## src/rtl/approx_mult_err_monitor.sv

```systemverilog
// Error-metric collector for an approximate WxW multiplier.
// Recomputes the exact product for each accepted sample and accumulates
// mismatch count, absolute/squared error sums, max error, and the sum of
// truncated percentage relative error. The percentage uses a bit-serial
// restoring divider that stalls intake while it runs.
module approx_mult_err_monitor #(
  parameter int W         = 4,
  parameter int N_SAMPLES = 256,
  parameter int ACC_W     = 32
) (
  input  logic             clk,
  input  logic             rst,
  input  logic             start,
  input  logic             in_valid,
  output logic             in_ready,
  input  logic [W-1:0]     a,
  input  logic [W-1:0]     b,
  input  logic [2*W-1:0]   p_approx,
  output logic             busy,
  output logic             done,
  output logic [ACC_W-1:0] sample_cnt,
  output logic [ACC_W-1:0] err_count,
  output logic [ACC_W-1:0] sum_abs_err,
  output logic [ACC_W-1:0] sum_sq_err,
  output logic [2*W-1:0]   max_abs_err,
  output logic [ACC_W-1:0] sum_rel_err
);

  localparam int PW = 2*W;          // product / diff width
  localparam int QB = PW + 7;       // diff*100 fits in PW+7 bits (100 < 128)
  localparam int CW = $clog2(QB);   // divider step counter width
  // Working width for saturating adds: wide enough for any addend plus carry.
  localparam int SW = ((ACC_W > 2*PW) ? ACC_W : 2*PW) + 1;

  typedef enum logic [1:0] {IDLE, COLLECT, DIV, DONE} state_t;

  state_t            state_q;
  logic [ACC_W-1:0]  cnt_q, err_q, abs_q, sq_q, rel_q;
  logic [PW-1:0]     max_q;
  logic [QB-1:0]     dvd_q;         // dividend, shifted out MSB first
  logic [PW-1:0]     dvs_q;         // divisor (exact product)
  logic [PW-1:0]     rem_q;
  logic [QB-2:0]     quo_q;         // quotient bits gathered so far
  logic [CW-1:0]     step_q;

  logic [PW-1:0]     exact, diff;
  logic [2*PW-1:0]   sq;
  logic              accept, last;
  logic [ACC_W-1:0]  cnt_d;
  logic [PW:0]       trial;
  logic              ge;
  logic [PW-1:0]     rem_d;
  logic [QB-1:0]     quo_d;

  // Saturating accumulate: clamp at all-ones instead of wrapping.
  function automatic logic [ACC_W-1:0] sat_add(input logic [ACC_W-1:0] acc,
                                               input logic [SW-1:0] x);
    logic [SW:0] s;
    s = (SW+1)'(acc) + (SW+1)'(x);
    if (s > (SW+1)'({ACC_W{1'b1}})) return '1;
    return s[ACC_W-1:0];
  endfunction

  // Per-sample error terms and one restoring-divider step.
  always_comb begin
    exact  = PW'(a) * PW'(b);
    diff   = (p_approx >= exact) ? (p_approx - exact) : (exact - p_approx);
    sq     = (2*PW)'(diff) * (2*PW)'(diff);
    accept = in_valid && (state_q == COLLECT);
    cnt_d  = cnt_q + 1'b1;
    last   = (cnt_d == ACC_W'(N_SAMPLES));
    trial  = {rem_q, dvd_q[QB-1]};
    ge     = (trial >= {1'b0, dvs_q});
    rem_d  = ge ? PW'(trial - {1'b0, dvs_q}) : trial[PW-1:0];
    quo_d  = {quo_q, ge};
  end

  // Sweep FSM, accumulators and divider datapath.
  always_ff @(posedge clk) begin
    if (rst) begin
      state_q <= IDLE;
      cnt_q   <= '0;
      err_q   <= '0;
      abs_q   <= '0;
      sq_q    <= '0;
      rel_q   <= '0;
      max_q   <= '0;
      dvd_q   <= '0;
      dvs_q   <= '0;
      rem_q   <= '0;
      quo_q   <= '0;
      step_q  <= '0;
    end else begin
      case (state_q)
        IDLE, DONE: begin
          if (start) begin
            cnt_q   <= '0;
            err_q   <= '0;
            abs_q   <= '0;
            sq_q    <= '0;
            rel_q   <= '0;
            max_q   <= '0;
            state_q <= COLLECT;
          end
        end
        COLLECT: begin
          if (accept) begin
            cnt_q <= cnt_d;
            err_q <= sat_add(err_q, SW'(diff != '0));
            abs_q <= sat_add(abs_q, SW'(diff));
            sq_q  <= sat_add(sq_q, SW'(sq));
            if (diff > max_q) max_q <= diff;
            // Zero-exact samples skip the divide (relative error undefined).
            if (diff != '0 && exact != '0) begin
              dvd_q   <= QB'(diff) * QB'(7'd100);
              dvs_q   <= exact;
              rem_q   <= '0;
              quo_q   <= '0;
              step_q  <= '0;
              state_q <= DIV;
            end else if (last) begin
              state_q <= DONE;
            end
          end
        end
        DIV: begin
          dvd_q  <= {dvd_q[QB-2:0], 1'b0};
          rem_q  <= rem_d;
          quo_q  <= quo_d[QB-2:0];
          step_q <= step_q + 1'b1;
          if (step_q == CW'(QB-1)) begin
            rel_q   <= sat_add(rel_q, SW'(quo_d));
            state_q <= (cnt_q == ACC_W'(N_SAMPLES)) ? DONE : COLLECT;
          end
        end
        default: state_q <= IDLE;
      endcase
    end
  end

  assign in_ready    = (state_q == COLLECT);
  assign busy        = (state_q == COLLECT) || (state_q == DIV);
  assign done        = (state_q == DONE);
  assign sample_cnt  = cnt_q;
  assign err_count   = err_q;
  assign sum_abs_err = abs_q;
  assign sum_sq_err  = sq_q;
  assign max_abs_err = max_q;
  assign sum_rel_err = rel_q;

endmodule

```

## config.mk

```make
export PLATFORM = sky130hd
export DESIGN_NAME = approx_mult_err_monitor
export DESIGN_NICKNAME = d
export VERILOG_FILES = /design/src/rtl/approx_mult_err_monitor.sv
export SDC_FILE = /design/constraint.sdc
export NUM_CORES = 1
export LEC_CHECK = 0
export ABC_CLOCK_PERIOD_IN_PS = 9940
export CORE_MARGIN = 5
export CORE_UTILIZATION = 46
export DETAILED_ROUTE_END_ITERATION = 16
export PLACE_DENSITY = 0.7
export REMOVE_ABC_BUFFERS = 1
export SLEW_MARGIN = 15
export SYNTH_ARGS = -nofsm -noshare
export SYNTH_HDL_FRONTEND = slang
export SYNTH_SLANG_ARGS = --single-unit
```

## constraint.sdc

```tcl
create_clock -name clk -period 9.94 [get_ports clk]
set_clock_uncertainty 0.1 [all_clocks]
set_input_delay 1.491 -clock clk [delete_from_list [all_inputs] [get_ports clk]]
set_output_delay 1.491 -clock clk [all_outputs]
set_load 0.01 [all_outputs]
```

# Word level (Yosys, flattened, before mapping)
# Cells that the tools add are included.
[classes] n_addsub=9 multipliers=3 order_cmp=7 eq_ne=12 mux=60 n_reduce_logical=16
[op_table] cell="32-bit 2-to-1 mux" count=14
[op_table] cell="32-bit one-hot mux with 2 select lines" count=5
[op_table] cell="33-bit by 32-bit > comparator with 1-bit output, second input constant" count=4
[op_table] cell="32-bit by 9-bit == test with 1-bit output, second input constant" count=2
[op_table] cell="8-bit 2-to-1 mux" count=7
[op_table] cell="32-bit by 1-bit adder with 33-bit output" count=1
[op_table] cell="32-bit by 15-bit adder with 33-bit output" count=1
[op_table] cell="32-bit by 16-bit adder with 33-bit output" count=1
[op_table] cell="32-bit by 8-bit adder with 33-bit output" count=1
[op_table] cell="32-bit by 1-bit adder with 32-bit output, second input constant" count=1
[op_table] cell="8-bit one-hot mux with 2 select lines" count=2
[op_table] cell="15-bit 2-to-1 mux" count=2
[op_table] cell="15-bit one-hot mux with 2 select lines" count=1
[op_table] cell="14-bit 2-to-1 mux" count=2
[op_table] cell="14-bit one-hot mux with 2 select lines" count=1
[op_table] cell="8-bit subtractor" count=3
[op_table] cell="8-bit by 8-bit multiplier with 16-bit output" count=1
[op_table] cell="1-bit 2-to-1 mux" count=16
[op_table] cell="8-bit nonzero test" count=2
[op_table] cell="8-bit by 5-bit multiplier with 13-bit output, second input constant" count=1
[op_table] cell="2-bit 2-to-1 mux" count=6
[op_table] cell="3-bit AND reduction" count=4
[op_table] cell="9-bit by 8-bit greater-or-equal comparator with 1-bit output" count=1
[op_table] cell="8-bit greater-or-equal comparator" count=1
[op_table] cell="18 further kinds" count=27
[totals] register_bits=219 out_inout_bits=171

# Longest topological paths before layout
[depth] ltp_word=13 mapped_depth=41 mapped_depth_nobuf=39

# Least setup slack after synthesis
# OpenSTA, ideal clock, no wires.
[synth_timing] path_type="input to register" from="input port a[0]" to="register sq_q[25], in the netlist sum_sq_err[25]" setup_ns=0.070 arrival_time_ns=10.343 required_ns=9.770 slack_ns=-0.574 stages=37 n_path_buf=3 cell_sequence="nand2_1 fa_1 inv_1 fa_1 ha_1 a21o_1 a21oi_1 o21bai_1 a21oi_1 xor2_1 ha_1 clkbuf_1 a21oi_1 a21boi_0 or2_1 o31a_1 o21a_1 or2_2 buf_2 inv_1 ha_1 fa_1 fa_1 fa_1 inv_1 fa_1 inv_1 ha_1 o21ai_0 a21oi_1 a2111oi_0 o31ai_1 nand4_1 or2_2 clkbuf_1 a21o_1 a21oi_1"
[synth_between] elab_chain_cells=13 word_cells_on_any_way=15 cone_classes="add/sub (3); mul (2); order compare (2); mux (8)"
[synth_lines] item="start: declaration" line_no="16" rtl="input logic [W-1:0] a,"
[synth_lines] item="4-bit by 4-bit multiplier with 8-bit output (*)" line_no="66" rtl="exact = PW'(a) * PW'(b);"
[synth_lines] item="8-bit subtractor / 8-bit greater-or-equal comparator (equally long branches)" line_no="67" rtl="diff = (p_approx >= exact) ? (p_approx - exact) : (exact - p_approx);"
[synth_lines] item="8-bit 2-to-1 mux (*)" line_no="67"
[synth_lines] item="8-bit by 8-bit multiplier with 16-bit output (*)" line_no="68" rtl="sq = (2*PW)'(diff) * (2*PW)'(diff);"
[synth_lines] item="32-bit by 16-bit adder with 33-bit output (*)" line_no="59" rtl="s = (SW+1)'(acc) + (SW+1)'(x);"
[synth_lines] item="33-bit by 32-bit > comparator with 1-bit output" line_no="60" rtl="if (s > (SW+1)'({ACC_W{1'b1}})) return '1;"
[synth_lines] item="1-bit 2-to-1 mux" line_no="60"
[synth_lines] item="1-bit 2-to-1 mux" line_no="107" rtl="if (accept) begin"
[synth_lines] item="1-bit 2-to-1 mux" line_no="94" rtl="case (state_q)"
[synth_lines] item="1-bit 2-to-1 mux" line_no="80" rtl="if (rst) begin"
[synth_lines] item="32-bit 2-to-1 mux (*)" line_no="61" rtl="return s[ACC_W-1:0];"
[synth_lines] item="32-bit 2-to-1 mux (*)" line_no="107"
[synth_lines] item="32-bit one-hot mux with 2 select lines (*)" line_no="94"
[synth_lines] item="end signal: assignment" line_no="111" rtl="sq_q <= sat_add(sq_q, SW'(sq));"
[synth_lines] item="end: declaration" line_no="38" rtl="logic [ACC_W-1:0] cnt_q, err_q, abs_q, sq_q, rel_q;"
# Mark *: on every way between the ends. The rest lies on a longest branch, timed or not. The select of a mux whose other input is x is not followed.
# A chain may end at the register's enable or synchronous reset.

# Worst setup path in the final report
[layout_timing] from="input port b[3]" to="register sq_q[27], in the netlist sum_sq_err[27]"
[layout_between] elab_chain_cells=13 word_cells_on_any_way=15 cone_classes="add/sub (3); mul (2); order compare (2); mux (8)"
[layout_lines] item="start: declaration" line_no="17" rtl="input logic [W-1:0] b,"
[layout_lines] item="4-bit by 4-bit multiplier with 8-bit output (*)" line_no="66"
[layout_lines] item="8-bit subtractor / 8-bit greater-or-equal comparator (equally long branches)" line_no="67"
[layout_lines] item="8-bit 2-to-1 mux (*)" line_no="67"
[layout_lines] item="8-bit by 8-bit multiplier with 16-bit output (*)" line_no="68"
[layout_lines] item="32-bit by 16-bit adder with 33-bit output (*)" line_no="59"
[layout_lines] item="33-bit by 32-bit > comparator with 1-bit output" line_no="60"
[layout_lines] item="1-bit 2-to-1 mux" line_no="60"
[layout_lines] item="1-bit 2-to-1 mux" line_no="107"
[layout_lines] item="1-bit 2-to-1 mux" line_no="94"
[layout_lines] item="1-bit 2-to-1 mux" line_no="80"
[layout_lines] item="32-bit 2-to-1 mux (*)" line_no="61"
[layout_lines] item="32-bit 2-to-1 mux (*)" line_no="107"
[layout_lines] item="32-bit one-hot mux with 2 select lines (*)" line_no="94"
# Marked as above.

==> PnR_summary.wiki <==
{| class="wikitable"
! Metric !! Value
|-
| Maximum clock insertion buffer count || 3
|-
| Data required time at the worst endpoint || 10.23 ns
|-
| Final HPWL from detailed placement || 35.4 mm
|-
| Static power due to leakage || 8.56 nW
|-
| Wire length after detailed routing || 50.2 mm
|-
| Nature of the critical path startpoint || primary input
|-
| Post-DR vias/cell || 5.77
|-
| Worst-Skew Late Latency || 0.55 ns
|-
| Most frequent cells in the layout || dfxtp_1 (217), a21oi_1 (203), nand2_1 (199), clkdlybuf4s50_1 (183), inv_1 (173)
|-
| Number of buffer cells added on primary ports || 190
|-
| Total global routing overflow || 0
|-
| Data arrival time at the worst-slack endpoint || 10.00 ns
|-
| Cell area after placement || 19700 um^2
|-
| Min-delay worst type || register to register
|-
| Avg Cell Area, Syn || 7.66 um^2
|-
| Depth of the CTS H-tree || 1
|-
| Power spent charging and discharging nets || 4.32 mW
|-
| Dominant register cell in the synthesized netlist || dfxtp_1
|-
| Wire length of the first global-routing pass || 80.8 mm
|-
| Maximum frequency from static timing analysis || 103 MHz
|-
| Initial antenna violation count || 0
|-
| Final Wtd Congestion || 0.870
|-
| Tightest slew margin relative to the limit || 32.1%
|-
| Hold buffer count at cts || 0
|-
| Clock buffer count from CTS || 27
|-
| Clock transition at the register clock pins on the worst setup and hold paths after CTS || 0.06 ns
|-
| Layout Cell Area excl Fill || 21400 um^2
|-
| Final hold violation count || 0
|-
| Initial drt markers || 1011
|-
| Number of cells after detailed placement || 2833
|-
| Internal power contribution || 5.35 mW
|-
| Cell at the root of the clock tree || clkbuf_16
|-
| Worst Path Max Fanout || 5
|-
| I/O pin count || 191
|-
| Category of the worst setup path capture point || register
|-
| Number of enable-type register cells in the synthesized netlist || 0
|-
| Net Sw Frac || 44.7%
|-
| Largest incremental delay on the critical path || 0.56 ns
|-
| Cell seen most often among critical-path stages || fa_1
|-
| Count of clock tree sinks || 217
|-
| Power per Cell Area || 453 nW/um^2
|-
| Die height || 200 um
|-
| TritonCTS clock tree || done
|-
| Proportion of register bits with asynchronous set or reset after synthesis || 0%
|-
| Number of optimization iterations in the first detailed-route pass || 5
|-
| Worst-margin pin slew || 1.01 ns
|-
| Post-Syn Area || 16600 um^2
|-
| Number of distinct library cells after synthesis || 88
|-
| Slowest cell on the critical path || fa_2
|-
| Kind of critical path || primary input to register
|-
| Bufs and invs on worst path || 8
|-
| Rows || 69
|-
| Total core area || 35700 um^2
|-
| Total number of yosys warnings || 0
|-
| Leading cell type in the layout, fill and taps excluded || dfxtp_1
|-
| Number of nets in the layout || 2654
|-
| Share of cells above drive strength 1 || 13.8%
|-
| Period utilization || 97.6%
|-
| Multi-input gate area || 11700 um^2
|-
| Status || finished, final reports clean
|-
| Part of the Yosys area used for sequential elements || 26.1%
|-
| Combinational cell fraction of total power || 79.1%
|-
| Maximum number of pins on one net before global-route repair || 80
|-
| Vias in the first global route || 16000
|-
| Layout filler cell count || 3188
|-
| Remaining antenna violation count after routing || 0
|-
| Number of max-slew violations in the final report || 0
|-
| Seq. cell area || 4340 um^2
|-
| Overall via count from detail_route || 16800
|-
| Number of storage elements in the synthesis netlist || 217
|-
| Clk pwr share || 11.0%
|-
| Maximum Capacitance Violations || 0
|-
| Max VDD drop || 0.835 mV
|-
| Die W || 200 um
|-
| Power share of the sequential group || 9.9%
|-
| Number of inserted diodes || 0
|-
| Post-synthesis to final-layout area growth || 28.3%
|-
| Post-Syn Instances || 2171
|-
| Starting utilization of the core area || 46.7%
|-
| Non-filler cells in the finished layout || 2914
|-
| Total power draw || 9.67 mW
|-
| Post-route DRC || 0
|-
| Combined global-route utilization of all metal layers || 23.2%
|-
| Final setup violation count || 0
|-
| Total die area || 40100 um^2
|-
| Min Clock Period, post-route || 9.71 ns
|-
| Kind of cell adding the most delay to the critical path || adder cells
|-
| Avg WL per Cell || 17.2 um
|}
## state kept, by name (all words and copies together) (netlist names)
register and flops:
err_count 32, sample_cnt 32, sum_abs_err 32, sum_rel_err 32
sum_sq_err 32, quo_q 14, dvd_q 13, dvs_q 8
max_abs_err 8, rem_q 8, step_q 4, state_q 2
## worst min-delay path: cells and delay by family (launching register included)
| family | cells | cell delay (ns) |
|---|---|---|
| AOI/OAI and AO/OA | 1 | 0.05 |
| and+or+nand+nor | 1 | 0.05 |
| DFF | 1 | 0.31 |
## timing repair
item / CTS / global route
gates cloned: 1 / 0
resized for setup: 50 / 106
endpoints found under the setup margin: 32 / 32
setup buffers: 11 / 20
pin swaps: 42 / 62
## power by group through the flow
stage	Clock, mW	Sequential (mW)	Combinational (mW)
after floorplan	0	0.978	4.00
after global placement	0	0.979	6.11
after detailed placement	0	0.979	6.19
after CTS	1.08	0.961	6.94
after global routing	1.12	0.967	8.46
final	1.06	0.962	7.64
## cell families after synthesis
| logic type | after synthesis | share of synthesized area (%) |
|---|---|---|
| mux | 17 | 1.05 |
| compound gates | 645 | 23.7 |
| buf+inv | 302 | 7.11 |
| simple gates | 728 | 21.5 |
| flops | 217 | 26.1 |
| fa+ha+maj | 201 | 17.3 |
| xor+xnor | 61 | 3.21 |
## per-layer routing
layer | wire (um) | global-route usage, %
met1 | 22300 | 31.9
met4 | 1160 | 5.58
met2 | 23600 | 39.2
met5 | 0 | 0
met3 | 3060 | 2.94
## synthesized netlist by cell type (5+ instances only)
cell,count,area [um^2]
or2_2,5,31.3
buf_2,16,80.1
xnor2_1,41,359
buf_1,5,18.8
xor2_1,20,175
nand4_1,28,175
o21ai_0,198,991
fa_1,49,981
nor3b_1,8,60.1
a22oi_1,11,82.6
nand3_1,85,425
or3_1,19,119
a41oi_1,6,52.6
a21boi_0,7,52.6
nor2b_1,19,119
a211oi_1,20,150
nor4_1,21,131
o31ai_1,11,82.6
and4_1,14,123
and3_1,26,163
nand2_1,203,762
o31a_1,5,43.8
clkbuf_1,92,345
nor2_1,181,679
inv_1,179,672
mux2i_1,14,140
a311oi_1,15,131
o21bai_1,12,90.1
a31o_2,5,43.8
ha_1,152,1900
o21a_1,20,150
nand3b_1,7,52.6
a31oi_1,30,188
o2bb2ai_1,9,78.8
nand2b_1,15,93.8
and2_1,26,163
a21oi_1,210,1050
dfxtp_1,217,4340
o211ai_1,14,105
nor3_1,46,230
a21o_1,23,173
## per-stage QoR
step	setup slack, ns	util, %	hold WS, ns	TNS, ns
floorplan	-0.787	-	0.325	-20.61
global placement	-0.896	55.1	0.346	-26.14
detailed placement	-1.09	55.1	0.354	-32.34
CTS	0.0180	58.6	0.362	0
global route	-0.178	59.9	0.380	-1.24
finish	0.234	59.9	0.359	0
## layout make-up
cell class                 instances  share of cell area [%]
clock buffer                      37                    3.67
clock inverter                    12                   0.850
inverter                         181                    3.21
multi-input combinational       1652                    54.6
sequential                       217                    20.3
tap                              461                    2.70
timing repair buffer             354                    14.7
## path summary, 6_finish.rpt
check                        start                            to  slack (ns)  depth (start not counted)
max reg2reg  dvs_q[1]$_SDFFE_PP0P_  sum_rel_err[19]$_SDFFE_PP0P_        4.54                         21
min          dvd_q[8]$_SDFFE_PP0P_         dvd_q[8]$_SDFFE_PP0P_        0.36                          2
min reg2reg  dvd_q[8]$_SDFFE_PP0P_         dvd_q[8]$_SDFFE_PP0P_        0.36                          2
max                           b[3]   sum_sq_err[27]$_SDFFE_PP0P_        0.23                         38
Note: power is estimated with default switching activity, not from simulation.
